File: src/rtl/mc_control.sv
// Main control FSM for the multi-cycle MIPS datapath.
// Moore outputs per state, with Mealy terms only on mem_ready and zero, plus a memory watchdog.
//
// state     | meaning
// FETCH     | read instruction at PC, load IR, PC += 4
// DECODE    | branch target into ALUOut, dispatch on opcode
// MEM_ADDR  | effective address into ALUOut
// MEM_READ  | load data from memory into MDR
// MEM_WB    | MDR into rt
// MEM_WRITE | store B to memory
// R_EXEC    | R-type ALU operation
// R_WB      | ALUOut into rd
// BRANCH    | compare rs/rt, conditionally load branch target
// JUMP      | j / jal
// I_EXEC    | addi ALU operation
// I_WB      | ALUOut into rt
// JR        | PC from rs
// ERR       | illegal opcode or memory timeout, held until reset
module mc_control #(
  parameter int MEM_TIMEOUT = 15,
  parameter int TW          = 4
) (
  input  logic       CLK,
  input  logic       RST,
  input  logic [5:0] opcode,
  input  logic [5:0] funct,
  input  logic       zero,
  input  logic       mem_ready,
  output logic       pc_we,
  output logic [1:0] pc_src,
  output logic       iord,
  output logic       mem_re,
  output logic       mem_we,
  output logic       ir_we,
  output logic       reg_we,
  output logic [1:0] reg_dst,
  output logic [1:0] mem_to_reg,
  output logic       alu_src_a,
  output logic [1:0] alu_src_b,
  output logic [1:0] alu_op,
  output logic [3:0] state,
  output logic       retire,
  output logic       err
);

  typedef enum logic [3:0] {
    S_FETCH     = 4'd0,
    S_DECODE    = 4'd1,
    S_MEM_ADDR  = 4'd2,
    S_MEM_READ  = 4'd3,
    S_MEM_WB    = 4'd4,
    S_MEM_WRITE = 4'd5,
    S_R_EXEC    = 4'd6,
    S_R_WB      = 4'd7,
    S_BRANCH    = 4'd8,
    S_JUMP      = 4'd9,
    S_I_EXEC    = 4'd10,
    S_I_WB      = 4'd11,
    S_JR        = 4'd12,
    S_ERR       = 4'd15
  } state_t;

  state_t          state_q, state_d;
  logic [TW-1:0]   wd_q, wd_d;
  logic            wait_st, timeout;
  logic            pc_we_c, mem_we_c, ir_we_c, reg_we_c, retire_c;

  always_ff @(posedge CLK or negedge RST) begin
    if (!RST) begin
      state_q <= S_FETCH;
      wd_q    <= '0;
    end else begin
      state_q <= state_d;
      wd_q    <= wd_d;
    end
  end

  assign wait_st = (state_q == S_FETCH) || (state_q == S_MEM_READ) || (state_q == S_MEM_WRITE);
  assign timeout = (MEM_TIMEOUT > 0) && wait_st && !mem_ready && (wd_q == TW'(MEM_TIMEOUT));
  assign wd_d    = (wait_st && !mem_ready) ? wd_q + TW'(1) : '0;

  always_comb begin
    state_d    = state_q;
    pc_we_c    = 1'b0;
    pc_src     = 2'b00;
    iord       = 1'b0;
    mem_re     = 1'b0;
    mem_we_c   = 1'b0;
    ir_we_c    = 1'b0;
    reg_we_c   = 1'b0;
    reg_dst    = 2'b00;
    mem_to_reg = 2'b00;
    alu_src_a  = 1'b0;
    alu_src_b  = 2'b00;
    alu_op     = 2'b00;
    retire_c   = 1'b0;
    err        = 1'b0;
    if (timeout) begin
      state_d = S_ERR;
    end else begin
      case (state_q)
        S_FETCH: begin
          mem_re    = 1'b1;
          alu_src_b = 2'b01;
          ir_we_c   = mem_ready;
          pc_we_c   = mem_ready;
          if (mem_ready) state_d = S_DECODE;
        end
        S_DECODE: begin
          alu_src_b = 2'b11;
          case (opcode)
            6'h23, 6'h2B: state_d = S_MEM_ADDR;
            6'h00:        state_d = (funct == 6'h08) ? S_JR : S_R_EXEC;
            6'h04, 6'h05: state_d = S_BRANCH;
            6'h02, 6'h03: state_d = S_JUMP;
            6'h08:        state_d = S_I_EXEC;
            default:      state_d = S_ERR;
          endcase
        end
        S_MEM_ADDR: begin
          alu_src_a = 1'b1;
          alu_src_b = 2'b10;
          state_d   = (opcode == 6'h23) ? S_MEM_READ : S_MEM_WRITE;
        end
        S_MEM_READ: begin
          iord   = 1'b1;
          mem_re = 1'b1;
          if (mem_ready) state_d = S_MEM_WB;
        end
        S_MEM_WB: begin
          reg_we_c   = 1'b1;
          mem_to_reg = 2'b01;
          retire_c   = 1'b1;
          state_d    = S_FETCH;
        end
        S_MEM_WRITE: begin
          iord     = 1'b1;
          mem_we_c = 1'b1;
          retire_c = mem_ready;
          if (mem_ready) state_d = S_FETCH;
        end
        S_R_EXEC: begin
          alu_src_a = 1'b1;
          alu_op    = 2'b10;
          state_d   = S_R_WB;
        end
        S_R_WB: begin
          reg_we_c = 1'b1;
          reg_dst  = 2'b01;
          retire_c = 1'b1;
          state_d  = S_FETCH;
        end
        S_BRANCH: begin
          alu_src_a = 1'b1;
          alu_op    = 2'b01;
          pc_src    = 2'b01;
          pc_we_c   = (opcode == 6'h04) ? zero : !zero;
          retire_c  = 1'b1;
          state_d   = S_FETCH;
        end
        S_JUMP: begin
          pc_we_c  = 1'b1;
          pc_src   = 2'b10;
          retire_c = 1'b1;
          if (opcode == 6'h03) begin
            reg_we_c   = 1'b1;
            reg_dst    = 2'b10;
            mem_to_reg = 2'b10;
          end
          state_d = S_FETCH;
        end
        S_I_EXEC: begin
          alu_src_a = 1'b1;
          alu_src_b = 2'b10;
          state_d   = S_I_WB;
        end
        S_I_WB: begin
          reg_we_c = 1'b1;
          retire_c = 1'b1;
          state_d  = S_FETCH;
        end
        S_JR: begin
          pc_we_c  = 1'b1;
          pc_src   = 2'b11;
          retire_c = 1'b1;
          state_d  = S_FETCH;
        end
        S_ERR: begin
          err = 1'b1;
        end
        default: state_d = S_ERR;
      endcase
    end
  end

  // State resets asynchronously to FETCH, whose outputs depend on mem_ready; mask writes during reset.
  assign pc_we  = RST & pc_we_c;
  assign ir_we  = RST & ir_we_c;
  assign reg_we = RST & reg_we_c;
  assign mem_we = RST & mem_we_c;
  assign retire = RST & retire_c;
  assign state  = state_q;

endmodule

File: config.mk
export PLATFORM = sky130hd
export DESIGN_NAME = mc_control
export DESIGN_NICKNAME = d
export VERILOG_FILES = /design/src/rtl/mc_control.sv
export SDC_FILE = /design/constraint.sdc
export NUM_CORES = 1
export LEC_CHECK = 0
export CORE_AREA = 2 2 50 52
export CTS_CLUSTER_SIZE = 40
export DETAILED_ROUTE_END_ITERATION = 7
export DIE_AREA = 0 0 52 54
export PLACE_DENSITY = 0.78
export RECOVER_POWER = 25
export REMOVE_ABC_BUFFERS = 1
export SLEW_MARGIN = 25
export SYNTH_ARGS = -nofsm -noshare
export SYNTH_HDL_FRONTEND = slang
export SYNTH_SLANG_ARGS = --single-unit
File: constraint.sdc
create_clock -name CLK -period 1.91 [get_ports CLK]
set_clock_uncertainty 0.05 [all_clocks]
set_input_delay 0.2865 -clock CLK [delete_from_list [all_inputs] [get_ports CLK]]
set_output_delay 0.2865 -clock CLK [all_outputs]
set_load 0.02 [all_outputs]
=== After elaboration in Yosys (flattened, before gate mapping) ===
Index checks and enable logic that the tools add are counted.

* Input bits: 16
* Output and inout bits: 23
* Register bits: 8
* Logic and storage cells: 93

* Mux-type cells: 40
* Equal/unequal tests: 26
* Bitwise gates (word level): 5
* $add $sub $neg: 1
* Reductions and logical operators: 19

{| class="wikitable"
|+ Operator list
! kind !! count
|-
| $pmux 4 s9 || 1
|-
| $eq 4x4->1 const B || 7
|-
| $mux 4 || 6
|-
| $pmux 4 s5 || 1
|-
| $mux 1 || 17
|-
| $eq 4x3->1 const B || 4
|-
| $reduce_or 2->1 || 7
|-
| $eq 6x2->1 const B || 2
|-
| $eq 6x3->1 const B || 2
|-
| $eq 6x4->1 const B || 2
|-
| $eq 6x6->1 const B || 2
|-
| $mux 2 || 6
|-
| $pmux 2 s2 || 3
|-
| $pmux 2 s3 || 2
|-
| $ne 3x3->1 const B || 3
|-
| $eq 4x2->1 const B || 2
|-
| $logic_not 6->1 || 1
|-
| $reduce_or 6->1 || 1
|-
| $and 1x1->1 || 5
|-
| $add 4x1->4 const B || 1
|-
| $eq 4x1->1 const B || 1
|-
| $logic_not 4->1 || 1
|-
| $pmux 1 s2 || 2
|-
| $reduce_and 4->1 || 1
|-
| 8 further kinds || 11
|}

=== Longest topological paths before layout ===
Gate-level depths: netlist of the first run.

* Word-level depth: 7
* Mapped depth: 7
* Gate-level depth less buffers: 6

=== Worst setup path after synthesis of the first run ===
Ideal clock, no wire load.

* Kind: flip-flop to output port
* Start: register state_q[2], in the netlist state[2]
* End: output port reg_we
* Required time: 1,574 ps
* Buffers on the path: 1
* Data arrival time: 2,068 ps
* Path slack: -495 ps
* Cell stages (with the launch flop): 7
* Cell sequence: dfrtp_1 buf_4 inv_1 nand2_1 nor4_1 nor2_1 nor2_1

* Longest elaborated chain between the ends: 7
* Elaborated cells on any way between the ends: 15
* Classes of those cells: 6 x eq/ne; 2 x mux; 1 x bitwise; 6 x reduce/logical

{| class="wikitable"
|+ Ends and longest elaborated chain
! what !! RTL line !! text
|-
| start: declaration || 63 || <nowiki>state_t state_q, state_d;</nowiki>
|-
| start signal: assignment || 73 || <nowiki>state_q <= state_d;</nowiki>
|-
| branches (longest 5 deep; another with $eq 4x4->1) || n/a ||
|-
| $mux 1 * || 98 || <nowiki>if (timeout) begin</nowiki>
|-
| $and 1x1->1 * || 199 || <nowiki>assign reg_we = RST & reg_we_c;</nowiki>
|-
| end: declaration || 35 || <nowiki>output logic reg_we,</nowiki>
|}

Mark *: on every way between the ends.

=== Final worst setup path of the first run ===
* Start: register state_q[1], in the netlist state[1]
* End: output port pc_we

* Longest elaborated chain between the ends: 7
* Elaborated cells on any way between the ends: 14
* Classes of those cells: 5 x eq/ne; 2 x mux; 1 x bitwise; 6 x reduce/logical

{| class="wikitable"
|+ Ends and longest elaborated chain
! what !! RTL line !! text
|-
| branches (longest 5 deep; another with $eq 4x4->1) || n/a ||
|-
| $mux 1 * || 98 ||
|-
| $and 1x1->1 * || 197 || <nowiki>assign pc_we = RST & pc_we_c;</nowiki>
|-
| end: declaration || 29 || <nowiki>output logic pc_we,</nowiki>
|}

Marked as above.

==> flow_summary.json, run 1 <==
{
  "h-tree-depth": 1,
  "power.internal_mw": 1.34,
  "cts_root_buf": "clkbuf_4",
  "yosysTopAreaCell": "dfrtp_1",
  "crit_type": "reg2out",
  "path_clk_slew_ps": 50,
  "cp.arrival_ps": 1780,
  "antenna_cells": 0,
  "finalHoldViolations": 0,
  "fin_util": 0.771,
  "cts_buffers": 3,
  "switching_share": 0.477,
  "violations": "negative setup slack",
  "synth_ff_type": "dfrtp_1",
  "rows": 18,
  "syn_to_final_growth_pct": 98.2,
  "drc": 0,
  "slowest_delay_ps": 410,
  "totalWireLength_mm": 3.81,
  "combPwrFrac": 0.838,
  "end_kind": "primary output",
  "seqPwrFrac": 0.114,
  "yosysMostFrequentCell": "nor2_1",
  "synth_top_cell_area_share": 0.222,
  "clock_latency_ps": 240,
  "critical_path_required_ps": 1570,
  "min_period_ps": 2120,
  "initial_core_util": 0.389,
  "slew_headroom": 0.791,
  "synthCells": 127,
  "drive_gt1_frac": 0.463,
  "synth.area.top_cells": "dfrtp_1 22%, nor2_1 7.1%, nand2_1 5.4%",
  "fmax_ghz": 0.472,
  "vias": 1370,
  "outcome": "finished with violations",
  "grt_max_degree": 15,
  "drt_iter0_markers": 48,
  "gp_congestion": 0.879,
  "cts_max_path_buffers": 2,
  "total_power_mw": 2.56,
  "fin_setup_tns_ps": -1290,
  "dp_hpwl_mm": 2.78,
  "drv_cap": 0,
  "avgViaCountPerCell": 5.61,
  "drt_first_pass_iters": 4,
  "hold_class": "in2async",
  "async_flop_share": 1.00,
  "p_sw_mw": 1.22,
  "core_area_mm2": 0.00232,
  "synthesis.area_um2": 902,
  "slew_violations": 0,
  "drtAntennaViolNets": 0,
  "tritoncts": "done",
  "reg2reg_from": "wd_q[0]$_DFF_PN0_",
  "path_cells": "xor2_1, a21oi_1, or3_4, o21ai_4, nor2_1, buf_4",
  "r2r_slack_ps": 160,
  "p_per_area_mw_per_mm2": 1430,
  "setup_viol": 9,
  "peakVddDrop_mv": 1.22,
  "startpoint": "state[1]$_DFFE_PN0P_",
  "wire_per_inst_um": 15.6,
  "fill_cells": 159,
  "endpoint": "pc_we",
  "synth.distinct_cells": 42,
  "worst_slew_pin_slew_ps": 313,
  "grt_pass1_vias": 1303,
  "final.period_utilization": 1.11,
  "synth_seq_cells": 8,
  "multi_input_area_um2": 759,
  "syn_area_per_cell_um2": 7.10,
  "slowest_stage": "dfrtp_1",
  "grt.total_usage": 0.269,
  "overflow": 0,
  "worstRegToRegCells": 6,
  "grt_pass1_wl_mm": 5.69,
  "die_x_um": 52,
  "dpl_worst_slack_ps": -683,
  "yosysSeqAreaShare": 0.222,
  "synthTopCellsByCount": "17 x nor2_1, 13 x nand2_1, 8 x dfrtp_1",
  "ys_warn_count": 0,
  "final-seq-area_um2": 203,
  "clock-sinks": 8,
  "rsz0062_at_grt": "true",
  "antenna_found_initial": 0,
  "die_y_um": 54,
  "layout.nets": 233,
  "crit_fanout": 4,
  "io_pins": 39,
  "startpoint_type": "flip-flop",
  "io_buffers": 38,
  "setup_ws_ps": -207,
  "p_leak_nw": 0.858,
  "die_area_mm2": 0.00281,
  "clock_power_share": 0.048,
  "regToRegEndpoint": "state[2]$_DFFE_PN0P_",
  "synth_edf_count": 0
}
[worst min-delay path by stage]
stage                 startpoint                   end  slack [ps]
6_report                     RST     wd_q[3]$_DFF_PN0_         440
5_1_grt                      RST     wd_q[3]$_DFF_PN0_         460
4_1_cts                      RST     wd_q[3]$_DFF_PN0_         370
2_1_floorplan                RST  state[0]$_DFFE_PN0P_         -60
3_5_place_dp   wd_q[0]$_DFF_PN0_     wd_q[0]$_DFF_PN0_         480
3_3_place_gp   wd_q[0]$_DFF_PN0_     wd_q[0]$_DFF_PN0_         460
[cells in the final DEF (no fill, tap or decap), types with 4 or more instances in the layout]
cell type	instances
nand3_1	6
clkdlybuf4s50_1	14
buf_6	4
dfrtp_1	6
buf_4	55
a21oi_1	4
o21ai_0	5
dlygate4sd2_1	4
nor2_1	16
nand2_1	10
buf_2	9
clkbuf_4	4
[routing by layer]
layer  vias to the layer above  wire length [um]  GRT usage
met3                        11               201     0.0167
met2                        65              2080      0.527
li1                        638                 -          -
met5                         -                 0          0
met1                       656              1460      0.310
met4                         0                72     0.0789
[worst max-delay path, delay by kind of cell (launching register included)]
kind	cells	cell delay, ps
and+or+nand+nor	2	450
AOI/OAI and AO/OA	2	320
DFF	1	410
buffers and inverters	1	160
xor gates and xnor gates	1	190
[state kept, by name, indices dropped and copies added, names as in the netlist]
name	flops
state	4
wd_q	4
[power groups by stage]
stage | clock [mW] | sequential [mW] | combinational [mW]
3_5_place_dp | 0 | 0.286 | 1.92
2_1_floorplan | 0 | 0.421 | 0.744
4_1_cts | 0.126 | 0.289 | 1.92
5_1_grt | 0.127 | 0.301 | 2.28
3_3_place_gp | 0 | 0.282 | 1.87
6_report | 0.122 | 0.293 | 2.15
[stage by stage]
step           instances  area (um2)  hold WS, ps
6_report             244        1790          439
5_1_grt              244        1790          456
4_1_cts              240        1690          374
3_5_place_dp         236        1650          481
3_3_place_gp         236        1650          463
2_1_floorplan        118         860        -59.1
[layout make-up]
| type | instances | share of cell area |
|---|---|---|
| Inverter | 4 | 0.00980 |
| Timing Repair Buffer | 93 | 0.418 |
| Tap cell | 30 | 0.0210 |
| Multi-Input combinational cell | 106 | 0.425 |
| Sequential cell | 8 | 0.113 |
| Clock buffer | 3 | 0.0126 |
[cell families (layout without fill, tap and decap cells)]
| group | after synthesis | count (layout) | synth area share |
|---|---|---|---|
| AO/OA/AOI/OAI | 33 | 33 | 0.268 |
| AND/OR/NAND/NOR | 66 | 66 | 0.372 |
| buffers and inverters | 13 | 100 | 0.0638 |
| flip-flops | 8 | 8 | 0.222 |
| XOR/XNOR | 5 | 5 | 0.0486 |
| multiplexers | 1 | 1 | 0.0125 |
| adder cells (fa/ha/maj) | 1 | 1 | 0.0139 |
[repair_timing]
action / CTS / global route
gates resized for setup: 97 / 23
pin swaps: 8 / 6
cloned: 0 / 0
setup buffers: 1 / 4
hold buffers: 0 / 0
setup endpoints to repair: 21 / 18
Note: power is estimated with default switching activity, not from simulation.
==> inputs of run 2 (changes only) <==
CTS_CLUSTER_DIAMETER = 80   (was not set)
==> results of run 2 <==
Same layout as run 1: the final DEF is identical, and so are final timing and power.
==> edit 1: new RTL, config.mk and constraints of run 1 <==
Change the parameter `TW` from 4 to 2.
--- a/src/rtl/mc_control.sv
+++ b/src/rtl/mc_control.sv
@@ -18,7 +18,7 @@
 // ERR       | illegal opcode or memory timeout, held until reset
 module mc_control #(
   parameter int MEM_TIMEOUT = 15,
-  parameter int TW          = 4
+  parameter int TW          = 2
 ) (
   input  logic       CLK,
   input  logic       RST,
Formal check against the unedited RTL: not equivalent (Yosys sat finds a counterexample within 4 cycles, from zero or initial values and one cycle with RST low).
==> edit 1 against run 1 <==
  * The run still ends with setup timing left
  * Sequential cell count decreased by 2
  * Area after synthesis decreased by 2.6%
  * Cell area increased by 11%
  * Total power increased by 18%
  * Wire length increased by 29%
  * Register-to-register slack got worse by 0.23 ns
  * Critical path depth increased by 1
  * Combinational power increased by 23%
  * Setup slack got worse by 0.012 ns
  * Via count increased by 16%
  * Largest power group unchanged
==> edit 1: results (changes against run 1) <==
- Layout Cells excl Fill: 269 (+10%)
- Pin count of the biggest net entering global routing: 13 (-2)
- Post-CTS sizing: 100 (+3.1%)
- Fillers: 117 (-26%)
- Clk slew on worst S/H paths: 0.06 ns
- Leakage Power: 0.967 nW (+13%)
- Initial drt markers: 68 (+42%)
- Drt first pass iters: 5 (+1)
- Async S/R FF share, synth: 1.00 (unchanged)
- Max cap viols: 0 (unchanged)
- Slowest cell on the critical path: dfrtp_2
- Grt ovf: 0 (unchanged)
- Average size of a mapped cell: 6.32 µm² (-11%)
- Setup WS post-layout: -0.219 ns (-0.0120 ns)
- Critical Path AT: 1.79 ns
- Library cells used by synthesis: 41 (-2.4%)
- Longest Clk Path Bufs: 2 (unchanged)
- Max IR drop VDD: 0.00149 V (+22%)
- Diode count: 0 (unchanged)
- Htree depth: 1 (unchanged)
- Number of flip-flops in the largest register: 4
- Placed Instance Area: 1610 µm² (-2.6%)
- Post-synthesis mux area share: 0 (-0.0125)
- Ranking of synthesized cells by area: dfrtp_1, nand2_1, nor2_1
- Compound-Gate Fraction of Synth Area: 0.238 (-0.0298)
- Layout cells sized above 1: 0.531 (+0.0688)
- Seq/Total Area, Yosys: 0.171 (-0.0510)
- Detailed-route wire length: 4930 µm (+29%)
- Worst-Skew Late Latency: 0.25 ns
- Placed insts: 243 (+3.0%)
- XOR/XNOR Fraction of Synth Area: 0.0399 (-0.00866)
- Slew headroom: 0.794 (+0.00228)
- Most common library cells after synthesis: nand2_1, nor2_1, nor3_1, clkbuf_1, o21ai_0
- Slowest stage delay, CP: 0.44 ns (+0.03 ns)
- GP Congestion: 0.878 (-0.16%)
- Initial antenna violation count: 0 (unchanged)
- Final setup TNS: -0.904 ns (+0.383 ns)
- Outcome: complete, but fails checks
- CP Max Fanout: 6 (+2)
- Failing checks: setup timing
- Total GRT Usage: 0.287 (+0.0182)
- Routed vias/inst: 5.93 (+5.6%)
- Hold Path Class: reg2reg
- Kind of cell adding the most delay to the critical path: simple AND/OR/NAND/NOR gates
- Hpwl dp: 2660 µm (-4.2%)
- Adder-cell share of the synthesized area: 0.0256 (+0.0118)
- PortBufs: 38 (unchanged)
- Vias in the first global route: 1,400 (+7.4%)
- Final Setup Violations: 11 (+2)
- TritonCTS buffer count: 3 (unchanged)
- Synth Flop Type: dfrtp_1
- First-pass GRT wire length: 6120 µm (+7.5%)
- Nets: 258 (+11%)
- Synth warn: 0 (unchanged)
- Root buffer cell: clkbuf_4
- Setup repair bufs after CTS: 8 (+7)
==> edit 1: changes by cell type after synthesis, moves of 5 or more <==
cell,run 1,this run
a21oi_1,4,9
clkbuf_1,4,10
nand2_1,13,18
nor3_1,6,11
o21ai_0,5,10
==> edit 1: layer usage <==
metal / vias up / global-route usage / share of wire
met5: - / 0 / 0
met4: 0 / 0.0658 / 0.040
met3: 22 / 0.0611 / 0.086
met2: 119 / 0.534 / 0.48
met1: 743 / 0.335 / 0.39
li1: 711 / - / -
==> edit 1: final timing paths <==
| kind | end | cells past startpoint | slack, ns | from |
|---|---|---|---|---|
| max in group asynchronous | state[3] | 2 | 1.20 | RST |
| hold / removal | wd_q[0] | 1 | 0.43 | wd_q[0] |
| min in group asynchronous | wd_q[1] | 2 | 0.44 | RST |
| hold reg to reg | wd_q[0] | 1 | 0.43 | wd_q[0] |
| setup / recovery | pc_we | 7 | -0.22 | state[2] |
| setup reg to reg | state[1] | 8 | -0.07 | state[0] |
==> edit 1: power by group <==
part,total [mW],switching [mW],internal [mW]
Clock,0.121,0.0500,0.0714
Combinational,2.64,1.34,1.30
Sequential,0.265,0.0767,0.188
==> edit 1: layout make-up <==
class                      instances  area (µm²)  share of cell area
clock buffer                       3        22.5              0.0114
multi-input combinational        117         843               0.426
inverter                           4        17.5             0.00884
tap                               30        37.5              0.0190
timing repair buffer             109         906               0.457
sequential                         6         154              0.0777
==> edit 1: metrics by stage <==
step / hold slack (ns) / setup slack, ns / power [mW]
after CTS: 0.326 / -0.140 / 2.40
final: 0.425 / -0.219 / 3.02
after floorplan: -0.0591 / -0.565 / 1.12
after global routing: 0.432 / -0.293 / 3.16
after global placement: 0.371 / -0.516 / 2.08
after detailed placement: 0.389 / -0.533 / 2.12
==> edit 2: new RTL, flow settings as in run 1 <==
Made on the original files. `wd_q` no longer has a reset.
--- a/src/rtl/mc_control.sv
+++ b/src/rtl/mc_control.sv
@@ -68,11 +68,13 @@
   always_ff @(posedge CLK or negedge RST) begin
     if (!RST) begin
       state_q <= S_FETCH;
-      wd_q    <= '0;
     end else begin
       state_q <= state_d;
-      wd_q    <= wd_d;
     end
+  end
+
+  always_ff @(posedge CLK) begin
+    wd_q <= wd_d;
   end
 
   assign wait_st = (state_q == S_FETCH) || (state_q == S_MEM_READ) || (state_q == S_MEM_WRITE);
Check against the original RTL: same outputs for any inputs over 10 cycles, from zero or initial values and one cycle with RST low; that may be too few to reach the edited logic, so the function may still have changed.
==> edit 2 against run 1 <==
  * The flow still finishes with violations (setup timing)
  * Wire length shrank 2.7%
  * Final cell count shrank 2.5%
  * Die area is the same
  * Area after synthesis grew 0.83%
  * Sequential cell count is the same
  * Cell area shrank 2.7%
  * Utilization shrank 2.0 points
  * Setup slack lost 0.030 ns
  * Total power grew 1.2%
  * Critical endpoint unchanged
  * Largest power group unchanged
==> edit 2: results (changes against run 1) <==
- Leakage Power: 0.803 nW (-6.4%)
- Vias in the first global route: 1,222 (-6.2%)
- Fillers: 170 (+6.9%)
- First-pass GRT wire length: 5710 µm (+0.25%)
- TritonCTS buffer count: 3 (unchanged)
- Total GRT Usage: 0.273 (+0.00438)
- Final Setup Violations: 8 (-1)
- Ranking of synthesized cells by area: dfrtp_1, dfxtp_1, nor2_1
- Routed vias/inst: 5.52 (-1.7%)
- Failing checks: setup timing
- CP Max Fanout: 4 (unchanged)
- Hpwl dp: 2750 µm (-0.75%)
- Wire length per cell: 15.6 µm (-0.28%)
- Async S/R FF share, synth: 0.500 (-0.500)
- Switch Pwr: 1.24 mW (+1.4%)
- Most common library cells after synthesis: nor2_1, nand2_1, nor3_1, buf_2, o21ai_0
- Outcome: complete, but fails checks
- DR vias: 1,314 (-4.1%)
- GP Congestion: 0.890 (+1.3%)
- Pin count of the biggest net entering global routing: 11 (-4)
- Seq/Total Area, Yosys: 0.198 (-0.0238)
- Setup WS post-layout: -0.237 ns (-0.0298 ns)
- Slew headroom: 0.779 (-0.0120)
- Slowest stage delay, CP: 0.45 ns (+0.04 ns)
- Library cells used by synthesis: 51 (+21%)
- Max IR drop VDD: 0.00132 V (+8.5%)
- Nets: 226 (-3.0%)
- Slowest cell on the critical path: dfrtp_2
- Drt first pass iters: 5 (+1)
- Hold Path Class: reg2reg
- Synth Flop Type: dfxtp_1
- Layout cells sized above 1: 0.481 (+0.0182)
edit 2: cell type report:
cell class,count,area [µm²],share of cell area
tap,30,37.5,0.0216
sequential,8,181,0.104
timing repair buffer,91,721,0.414
inverter,3,11.3,0.00647
clock buffer,4,26.3,0.0151
multi-input combinational,102,763,0.439
edit 2: logic make-up (layout without fill, tap and decap cells):
group,Yosys count,in the layout,synth area share
adder cells (fa/ha/maj),2,2,0.0248
multiplexers,1,1,0.0110
XOR/XNOR,6,6,0.0578
AO/OA/AOI/OAI,28,28,0.252
buffers and inverters,14,98,0.0660
AND/OR/NAND/NOR,65,65,0.391
flip-flops,8,8,0.198
edit 2: timing repair:
| item | in CTS | in global routing |
|---|---|---|
| setup buffers | 5 | 1 |
| hold endpoints to repair | 0 | 0 |
| setup endpoints to repair | 22 | 22 |
| resized for setup | 103 | 35 |
| pin swaps | 11 | 10 |
edit 2: path summary, 6_finish.rpt:
check / from / to / slack, ns / cells after the start
min reg2reg: wd_q[0] / wd_q[0] / 0.48 / 2
max: state[2] / pc_we / -0.24 / 5
max reg2reg: state[0] / state[2] / 0.09 / 7
max in group asynchronous: RST / state[3] / 1.16 / 2
min: wd_q[0] / wd_q[0] / 0.48 / 2
min in group asynchronous: RST / state[2] / 0.49 / 2
edit 2: power by group through the flow:
stage               logic (mW)  clock network (mW)  registers [mW]
floorplan                0.771                   0           0.420
global placement          1.88                   0           0.271
global route              2.30               0.148           0.288
CTS                       1.94               0.144           0.268
finish                    2.18               0.135           0.285
detailed placement        1.93                   0           0.275
edit 2: critical path, delay by kind of cell (launching register included):
| family | cells | cell delay, ns |
|---|---|---|
| AND/OR/NAND/NOR | 2 | 0.47 |
| flip-flops | 1 | 0.45 |
| buffers and inverters | 1 | 0.17 |
| AO/OA/AOI/OAI | 2 | 0.48 |
edit 2: through the flow:
step	setup WS [ns]	setup TNS, ns	area [µm²]	hold WS (ns)
3_3_place_gp	-0.804	-7.57	1630	0.445
3_5_place_dp	-0.863	-8.38	1630	0.477
2_1_floorplan	-0.698	-2.62	861	-0.0591
6_report	-0.237	-1.42	1740	0.481
5_1_grt	-0.272	-1.78	1740	0.480
4_1_cts	-0.252	-1.23	1660	0.388
edit 2: metal layers:
metal | global-route usage | share of wire | vias up
met5 | 0 | 0 | -
met4 | 0.0658 | 0.024 | 0
met3 | 0.0194 | 0.061 | 13
met2 | 0.532 | 0.55 | 58
met1 | 0.323 | 0.37 | 621
li1 | - | - | 622
